**src/rtl/seq_multiplier.sv**
```systemverilog
// Iterative shift-add multiplier, unsigned or two's complement, one multiplier bit per cycle.
// Latency: out_valid rises exactly WIDTH cycles after the accepting edge; no early exit on zero.
// Backpressure: p and out_valid hold in DONE until out_ready; in_valid is ignored outside IDLE.
module seq_multiplier #(
    parameter int WIDTH = 4
) (
    input  logic                 clk,
    input  logic                 rst_n,
    input  logic                 in_valid,
    output logic                 in_ready,
    input  logic [WIDTH-1:0]     a,
    input  logic [WIDTH-1:0]     b,
    input  logic                 signed_mode,
    output logic                 out_valid,
    input  logic                 out_ready,
    output logic [2*WIDTH-1:0]   p
);

    localparam int CW = (WIDTH > 2) ? $clog2(WIDTH) : 1;

    typedef enum logic [1:0] {
        IDLE = 2'd0,
        CALC = 2'd1,
        DONE = 2'd2
    } state_t;

    state_t               state, state_nxt;
    logic [WIDTH-1:0]     mag_a, mag_b;
    logic                 neg;
    logic [CW-1:0]        cnt;
    logic [2*WIDTH-1:0]   acc, acc_nxt;
    logic                 last;

    assign last = (cnt == CW'(WIDTH - 1));

    always_comb begin
        acc_nxt = acc;
        if (mag_b[cnt]) begin
            acc_nxt = acc + ({{WIDTH{1'b0}}, mag_a} << cnt);
        end
    end

    always_ff @(posedge clk) begin
        if (!rst_n) begin
            state <= IDLE;
        end else begin
            state <= state_nxt;
        end
    end

    always_comb begin
        state_nxt = state;
        in_ready  = 1'b0;
        out_valid = 1'b0;
        case (state)
            IDLE: begin
                in_ready = 1'b1;
                if (in_valid) state_nxt = CALC;
            end
            CALC: begin
                if (last) state_nxt = DONE;
            end
            DONE: begin
                out_valid = 1'b1;
                if (out_ready) state_nxt = IDLE;
            end
            default: state_nxt = IDLE;
        endcase
    end

    // Magnitudes are WIDTH-bit unsigned, so the most negative operand maps to 2^(WIDTH-1) cleanly.
    always_ff @(posedge clk) begin
        if (!rst_n) begin
            mag_a <= '0;
            mag_b <= '0;
            neg   <= 1'b0;
            cnt   <= '0;
            acc   <= '0;
            p     <= '0;
        end else begin
            case (state)
                IDLE: begin
                    if (in_valid) begin
                        mag_a <= (signed_mode && a[WIDTH-1]) ? (~a + WIDTH'(1)) : a;
                        mag_b <= (signed_mode && b[WIDTH-1]) ? (~b + WIDTH'(1)) : b;
                        neg   <= signed_mode & (a[WIDTH-1] ^ b[WIDTH-1]);
                        cnt   <= '0;
                        acc   <= '0;
                    end
                end
                CALC: begin
                    acc <= acc_nxt;
                    cnt <= cnt + CW'(1);
                    if (last) begin
                        p <= neg ? (~acc_nxt + (2*WIDTH)'(1)) : acc_nxt;
                    end
                end
                default: ;
            endcase
        end
    end

endmodule
```
**config.mk**
```make
export PLATFORM = sky130hd
export DESIGN_NAME = seq_multiplier
export DESIGN_NICKNAME = d
export VERILOG_FILES = /design/src/rtl/seq_multiplier.sv
export SDC_FILE = /design/constraint.sdc
export NUM_CORES = 1
export LEC_CHECK = 0
export ABC_AREA = 0
export CAP_MARGIN = 20
export CORE_MARGIN = 3
export CORE_UTILIZATION = 35
export CTS_CLUSTER_DIAMETER = 50
export DETAILED_ROUTE_END_ITERATION = 16
export MAX_ROUTING_LAYER = met4
export SLEW_MARGIN = 20
export SYNTH_ARGS = -nofsm -noshare
export SYNTH_HDL_FRONTEND = slang
export SYNTH_SLANG_ARGS = --single-unit
```
**constraint.sdc**
```tcl
create_clock -name clk -period 4 [get_ports clk]
set_input_delay 0.8 -clock clk [delete_from_list [all_inputs] [get_ports clk]]
set_output_delay 0.8 -clock clk [all_outputs]
set_load 0.05 [all_outputs]
```
==> flow_summary.ini <==
[status]
status = completed

[place]
placed_cells_incl_taps = 311
place_congestion = 0.8787
postPlaceCellArea_um2 = 2147
dpl.hpwl_mm = 3.133
port_buffers = 22

[die]
pin_count = 23
die_area_um2 = 6319
die_h_um = 79.50
rows = 26
core_area_um2 = 5172
start_util_pct = 36.55
die_w_um = 79.50

[route]
ant_nets = 0
drt_iter0_markers = 114
num_vias = 1667
post_drt_wl_per_cell_um = 13.66
drt_first_pass_iters = 4
vias_per_cell = 5.226
drc = 0
drt-total-wl_mm = 4.358

[sta]
worst_pin_slew_ns = 0.9862
skew_ns = 0.007609
final_hold_viol_count = 0
tns_ns = 0
drv_slew = 0
period_minus_slack_ns = 3.045
max_freq_mhz = 328.4
rsz0062_at_grt = no
period_share_pct = 76.12
relSlewSlack_pct = 34.05
setup_violations = 0

[worst_setup_path]
critPathKind = reg -> reg
critPathSlowestCell = dfxtp_1
cp.arrival_ns = 3.26
critPathLaunchType = flip-flop
endpoint_kind = flip-flop
crit_buf_inv = 0
critical-path-top-delay-family = compound AO/OA/AOI/OAI gates
worstPathCellList = mux2i_1 -> nor2_1 -> fa_1 -> a21o_1 -> a21oi_1 -> xnor2_1 -> o41a_2 -> nor3_2 -> nand4_1 -> o211ai_1
worstRegToRegCells = 10
r2r_start = cnt[0]
reg2reg_setup_slack_ns = 0.96
timing.rr.end = p[7]
cpPeakStageDelay_ns = 0.63
required_ns = 4.21
crit_fanout = 14

[global_routing]
grt_max_degree = 35
grt_usage_pct = 15.51
grt_pass1_vias = 1551
grt_first_pass_wirelength_mm = 7.438
antenna_found_initial = 0
overflow = 0

[flow_run]
drv_cap = 0

[power_and_ir_drop]
power_frac_comb_pct = 15.0
irDropWorstVdd_v = 0.0002049
pwr-share-clk_pct = 43.5
leakagePower_nw = 0.9371
power_density_nw_per_um2 = 328.7
internal_power_mw = 0.5483
pwr-share-seq_pct = 41.6
swShare_pct = 26.42
power.switching_mw = 0.1969

[finish]
syn_to_final_growth_pct = 19.92
drive_above_1_share_pct = 5.622
fin_cells = 319
nets = 273
final.fill_count = 544
stdcell_area_um2 = 2267
diodes = 0

[synth]
synth_cell_types = 42
ys_top_cells_by_area = dfxtp_1, ha_1, nand2_1, nand3_1, mux2i_1
synth_nets = 257
ys_async_sr_fraction_pct = 0
seq_area_frac_synth_pct = 30.71
ys.flop_type = dfxtp_1
synth_top_cell_area_share_pct = 30.71
yosys.area.top_type = dfxtp_1
syn_area_um2 = 1891
synth_common_cells = nand2_1, dfxtp_1, nand3_1
netlist_instances = 232
yosysWarnings = 0
syn_area_per_cell_um2 = 8.149
yosys_register_bits = 29
yosysMostFrequentCell = nand2_1
synth_edf_count = 0

[cts]
clk_pin_slew_ns = 0.07
cts_root_buf = clkbuf_8
postCtsHoldBufs = 0
cts_tree = done
postCtsSetupBuffers = 0
cts_buffers = 5
cts_buffer_depth = 2
post_cts_resized = 0
clk_latency_ns = 0.29
htree_levels = 2
cts_sinks = 29

[worst_hold_path]
hp-start = p[4]
min_path_cells = 2
hold_class = reg -> reg
holdPathEnd = p[4]
==> per-stage QoR <==
step	power, mW	hold slack (ns)	setup WS (ns)	util [%]
2_1_floorplan	0.3927	0.4403	1.168	-
3_3_place_gp	0.4276	0.4557	1.061	41.51
3_5_place_dp	0.4278	0.4617	0.9826	41.51
4_1_cts	0.7526	0.4702	0.9622	43.83
5_1_grt	0.7866	0.4909	0.7369	43.83
6_report	0.7452	0.4676	0.9554	43.83
==> routing by layer <==
layer | GRT usage, % | vias to the layer above | part of all wire (%) | wire length, um
li1 | - | 863 | - | -
met3 | 4.740 | 6 | 3.1 | 135
met4 | 4.639 | 0 | 1.3 | 57
met2 | 22.37 | 18 | 44 | 1909
met1 | 20.83 | 780 | 52 | 2255
met5 | - | - | 0 | 0
==> final cells by class <==
cell class	count	area, um2	area share [%]
clock buffer	6	82.58	3.642
clock inverter	2	37.54	1.656
inverter	6	22.52	0.9934
multi-input combinational	184	1236	54.53
sequential	29	580.6	25.61
tap	70	87.58	3.863
timing repair buffer	22	220.2	9.713
==> registers in the layout, summed over array words and instances (netlist names) <==
register	flops
neg	1
mag_a	4
state	2
cnt	2
mag_b	4
acc	8
p	8
==> worst max path at each step <==
stage          startpoint   end  slack (ns)  cells after the start
3_5_place_dp       cnt[0]  p[7]        0.98                     10
4_1_cts            cnt[0]  p[7]        0.96                     10
2_1_floorplan      cnt[0]  p[7]        1.17                     11
3_3_place_gp       cnt[0]  p[7]        1.06                     10
6_report           cnt[0]  p[7]        0.96                     10
5_1_grt            cnt[0]  p[7]        0.74                     10
==> worst min-delay path, delay by kind of cell (launching register included) <==
kind	cells	cell delay, ns
flops	1	0.31
simple gates	1	0.05
compound gates	1	0.06
==> kinds of logic after synthesis <==
family          synth area share (%)
compound gates                 21.51
xor+xnor                       4.170
fa+ha+maj                      8.339
buf+inv                        3.905
flops                          30.71
mux                            6.618
simple gates                   24.75
==> cells in the final DEF (no fill, tap or decap), types with 4 or more instances in the layout <==
master	instances
o211a_1	6
nor2b_1	6
and3_1	4
inv_1	6
a21boi_0	10
or3_1	5
ha_1	11
nand3_1	20
clkdlybuf4s50_1	22
nor2_1	11
clkbuf_8	6
o21ai_0	13
xor2_1	6
dfxtp_1	29
a21oi_1	9
mux2i_1	8
nand2_1	32
and2_1	8
==> power by group through the flow <==
stage	clock network (mW)	registers, mW	logic (mW)
after floorplan	0	0.310	0.0828
after CTS	0.331	0.309	0.112
after global placement	0	0.316	0.112
after detailed placement	0	0.316	0.112
final	0.324	0.310	0.111
after global routing	0.349	0.311	0.127
(Power assumes the default switching activity.)
==> patch 1, RTL diff (same flow settings) <==
Change the parameter `WIDTH` from 4 to 8.
--- a/src/rtl/seq_multiplier.sv
+++ b/src/rtl/seq_multiplier.sv
@@ -2,7 +2,7 @@
 // Latency: out_valid rises exactly WIDTH cycles after the accepting edge; no early exit on zero.
 // Backpressure: p and out_valid hold in DONE until out_ready; in_valid is ignored outside IDLE.
 module seq_multiplier #(
-    parameter int WIDTH = 4
+    parameter int WIDTH = 8
 ) (
     input  logic                 clk,
     input  logic                 rst_n,
Ports: changed (resized a, b and p); port bits go from 23 to 39. The function was not compared with the original's and may differ.
==> patch 1 against the original RTL <==
Die area rose by 110%; clock skew shrank 0.0026 ns; area after synthesis up 120%; first-iteration DRC count up 110%; sequential cell count grew 25; design area up 110%; worst setup slack lost 0.61 ns; total power increased by 80%; routed wire length grew 140%; critical path type unchanged; critical endpoint is now p[11]$_SDFFE_PN0P_; largest power group is now registers.
==> patch 1: results (changes against the original RTL) <==
Max rail drop VDD=0.000259 V (+26%); Vias/cell=5.62 (+7.6%); Final Skew=0.00500 ns (-0.00261 ns); hpwl dp=8.38 mm (+170%); Post-Synthesis Net Count=567 (+120%); Skew-Pair Late Insertion Delay=0.29 ns (about the same); synth top area cells=dfxtp_1 (26%), ha_1 (6.1%), mux2i_1 (5.1%), nand2_1 (4.9%), nand3_1 (4.9%); max incr delay on CP=0.56 ns (-0.07 ns); P_leak=2.01 nW (+110%); Top Registers=acc: 16 flops, p: 16 flops; gr usage total=0.168 (+0.0128); critical path arrival=3.83 ns (+0.57 ns); total length of routed wires=10.6 mm (+140%); worst slack, placed=0.175 ns (-0.808 ns); # port buffers=38 (+73%); CP max FO=7 (-7); count of cell types in the netlist=60 (+43%); initial DRC count=234 (+110%); Avg Cell Area, Syn=7.84 sq um (-3.8%); first-pass GRT wire length=17.8 mm (+140%); Post-synth top cells=dfxtp_1 (54), nand2_1 (54), nand3_1 (40), o21ai_0 (38), nor2_1 (27); Net Sw Frac=0.295 (+0.0305); Placed Area=0.00468 sq mm (+120%); Tightest Pin Transition=0.971 ns (-0.0156 ns); DP Cell Count=690 (+120%); Critical Path Slowest Stage Cell=or4_4; outcome=finished clean; largest net degree at the start of global routing=32 (-8.6%); fraction of layout cells with a size suffix above 1=0.0753 (+0.0190); nets@finish=599 (+120%); vias in the first global route=3,785 (+140%); Clk Tree Root Cell=clkbuf_16; sequential element share of the synthesized area=0.263 (-0.0445); Layout fillers=1,150 (+110%); GPL Wtd Cong=0.913 (+3.9%)
patch 1: cell count changes in the layout (fill, tap and decap cells not counted), moves of 9 or more:
cell and change:
o21ai_0 +25, dfxtp_1 +23, nand2_1 +22, buf_4 +20, nand3_1 +20, xnor2_1 +19
clkdlybuf4s50_1 +16, nor2_1 +16, a21oi_1 +14, and2_1 +14, mux2i_1 +13, nor3_1 +13
o211a_1 +11, ha_1 +9
patch 1: critical path: cells and delay by family (launching register included):
| kind | cells | cell delay, ns |
|---|---|---|
| and+or+nand+nor | 3 | 0.74 |
| muxes | 2 | 0.65 |
| DFF | 1 | 0.40 |
| AOI/OAI and AO/OA | 7 | 1.07 |
| adders and majority gates | 1 | 0.37 |
| xor gates and xnor gates | 2 | 0.32 |
patch 1: final cells by class:
| cell class | instances | area [sq um] | share of cell area |
|---|---|---|---|
| Multi-Input combinational cell | 429 | 2870 | 0.593 |
| Clock buffer | 7 | 143 | 0.0295 |
| Tap cell | 140 | 175 | 0.0362 |
| Clock inverter | 1 | 5.00 | 0.00103 |
| Inverter | 9 | 33.8 | 0.00698 |
| Timing Repair Buffer | 58 | 531 | 0.110 |
| Sequential cell | 54 | 1090 | 0.224 |
patch 1: cells by family (layout without fill, tap and decap cells):
logic type	Yosys count	in the layout	share of synthesized area
AND/OR/NAND/NOR	202	202	0.247
buffers and inverters	42	75	0.0419
XOR/XNOR	28	28	0.0596
multiplexers	26	26	0.0647
AO/OA/AOI/OAI	152	152	0.258
flip-flops	54	54	0.263
adder cells (fa/ha/maj)	21	21	0.0657
patch 1: layer usage:
metal  up-vias  global-route usage  wire, microns  part of all wire
met3        14              0.0296            449             0.042
li1       1986                   -              -                 -
met1      1845               0.206           4880              0.46
met2        79               0.287           5120              0.48
met4         0              0.0380            167             0.016
met5         -                   -              0                 0
patch 1: power groups by stage:
| stage | clock network, mW | logic, mW | registers (mW) |
|---|---|---|---|
| global placement | 0 | 0.325 | 0.586 |
| global route | 0.473 | 0.366 | 0.577 |
| finish | 0.438 | 0.329 | 0.575 |
| floorplan | 0 | 0.232 | 0.577 |
| detailed placement | 0 | 0.328 | 0.588 |
| CTS | 0.448 | 0.329 | 0.575 |
patch 1: final timing paths:
check	from	endpoint	slack (ns)	depth (start not counted)
max	cnt[1]$_SDFFE_PN0P_	p[11]$_SDFFE_PN0P_	0.34	15
min reg2reg	mag_b[0]$_SDFFE_PN0P_	mag_b[0]$_SDFFE_PN0P_	0.46	2
max reg2reg	cnt[1]$_SDFFE_PN0P_	p[11]$_SDFFE_PN0P_	0.34	15
min	mag_b[0]$_SDFFE_PN0P_	mag_b[0]$_SDFFE_PN0P_	0.46	2
patch 1: stage by stage:
stage	util	power, mW
floorplan	-	0.809
global placement	0.419	0.912
detailed placement	0.419	0.916
CTS	0.432	1.35
global route	0.433	1.42
finish	0.433	1.34
==> patch 2, RTL diff (same flow settings) <==
Without the edit above. Encoding of `state_t`: now one-hot (3 bits for 3 states).
--- a/src/rtl/seq_multiplier.sv
+++ b/src/rtl/seq_multiplier.sv
@@ -18,10 +18,10 @@
 
     localparam int CW = (WIDTH > 2) ? $clog2(WIDTH) : 1;
 
-    typedef enum logic [1:0] {
-        IDLE = 2'd0,
-        CALC = 2'd1,
-        DONE = 2'd2
+    typedef enum logic [2:0] {
+        IDLE = 3'b001,
+        CALC = 3'b010,
+        DONE = 3'b100
     } state_t;
 
     state_t               state, state_nxt;
Formal check against the unedited RTL: same outputs for any inputs over 10 cycles, from zero or initial values and one cycle with rst_n low; not proved beyond that.
==> patch 2 against the original RTL <==
Design area is 1.3% higher; area after synthesis rose by 3.0%; utilization about the same; clock power fell by 23%; worst setup slack worse by 0.0025 ns; total power decreased by 11%; routed wire length decreased by 3.1%; first-iteration DRC count down 29%; sequential cell count grew 1; non-clock buffer count up 1; via count increased by 4.4%; critical path type unchanged; highest routed layer unchanged.
==> patch 2: results (changes against the original RTL) <==
outcome=finished clean; GRT met3 Usage=0.0336 (-0.0138); met2 Usage GRT=0.230 (+0.00643); XOR/XNOR Fraction of Synth Area=0.0405 (-0.00121); fraction of area in multi-input gates=0.548 (+0.00297); met1 wire length=2.13 mm (-5.7%); count of cell types in the netlist=46 (+9.5%); Layout fillers=525 (-3.5%); DP Cell Count=322 (+3.5%); nets@finish=284 (+4.0%); Comb. pwr=0.0940 mW (-15%); met2 WL=1.92 mm (+0.58%); Net Sw Frac=0.263 (-0.000749); register area=601 sq um (+3.4%); hpwl dp=3.16 mm (+0.72%); Avg Cell Area, Syn=8.01 sq um (-1.7%); fraction of layout cells with a size suffix above 1=0.0500 (-0.00622); sequential element share of the synthesized area=0.308 (+0.00140); critical path arrival=3.20 ns (-0.06 ns); initial DRC count=81 (-29%); vias in the first global route=1,648 (+6.3%); Layout non-clock buf frac=0.0992 (+0.00205); worst slack, placed=0.976 ns (-0.00696 ns); gr usage total=0.152 (-0.00311); max incr delay on CP=0.61 ns (-0.02 ns); first-pass GRT wire length=7.46 mm (+0.27%); inverters=8 (+2); post-synthesis compound-gate area fraction=0.197 (-0.0178); total length of routed wires=4.22 mm (-3.1%); Avg WL per Cell=12.8 microns (-6.3%); grt met1 use=0.199 (-0.00970); synth top area cells=dfxtp_1 (31%), ha_1 (7.1%), nand3_1 (6.4%), nand2_1 (6.4%), mux2i_1 (3.6%); total power=0.660 mW (-11%); Post-synth top cells=nand2_1 (33), dfxtp_1 (30), nand3_1 (25), o21ai_0 (14), clkbuf_1 (12); min setup slack post-route=0.953 ns (-0.00255 ns); Final Util=0.438 (about the same); clkbuf count=7 (+1); mux cell area share after synthesis=0.0604 (-0.00577); Post-Synthesis Net Count=268 (+4.3%); Max rail drop VDD=0.000180 V (-12%); Clock Power=0.250 mW (-23%); total length of routed met3 wires=117 microns (-13%); count of non-CTS buffers in the layout=23 (+4.5%); multi-input gate count=191 (+3.8%); adder-cell share of the synthesized area=0.0810 (-0.00241); Final Skew=0.00339 ns (-0.00422 ns)
## patch 2: changes by cell type after synthesis, sizes merged, moves of 2 or more
cell / delta
a211oi: +2
a31oi: +2
inv: +2
nand3: +5
nor2b: -2
nor3b: +2
o21a: -2
## patch 2: how the worst min path moves through the flow
stage	start	end	slack [ns]	depth (start not counted)
after floorplan	mag_b[3]$_SDFFE_PN0P_	mag_b[3]$_SDFFE_PN0P_	0.44	2
after global routing	mag_b[3]$_SDFFE_PN0P_	mag_b[3]$_SDFFE_PN0P_	0.52	2
after detailed placement	mag_b[3]$_SDFFE_PN0P_	mag_b[3]$_SDFFE_PN0P_	0.46	2
after CTS	mag_b[3]$_SDFFE_PN0P_	mag_b[3]$_SDFFE_PN0P_	0.47	2
final	mag_b[3]$_SDFFE_PN0P_	mag_b[3]$_SDFFE_PN0P_	0.46	2
after global placement	mag_b[3]$_SDFFE_PN0P_	mag_b[3]$_SDFFE_PN0P_	0.46	2
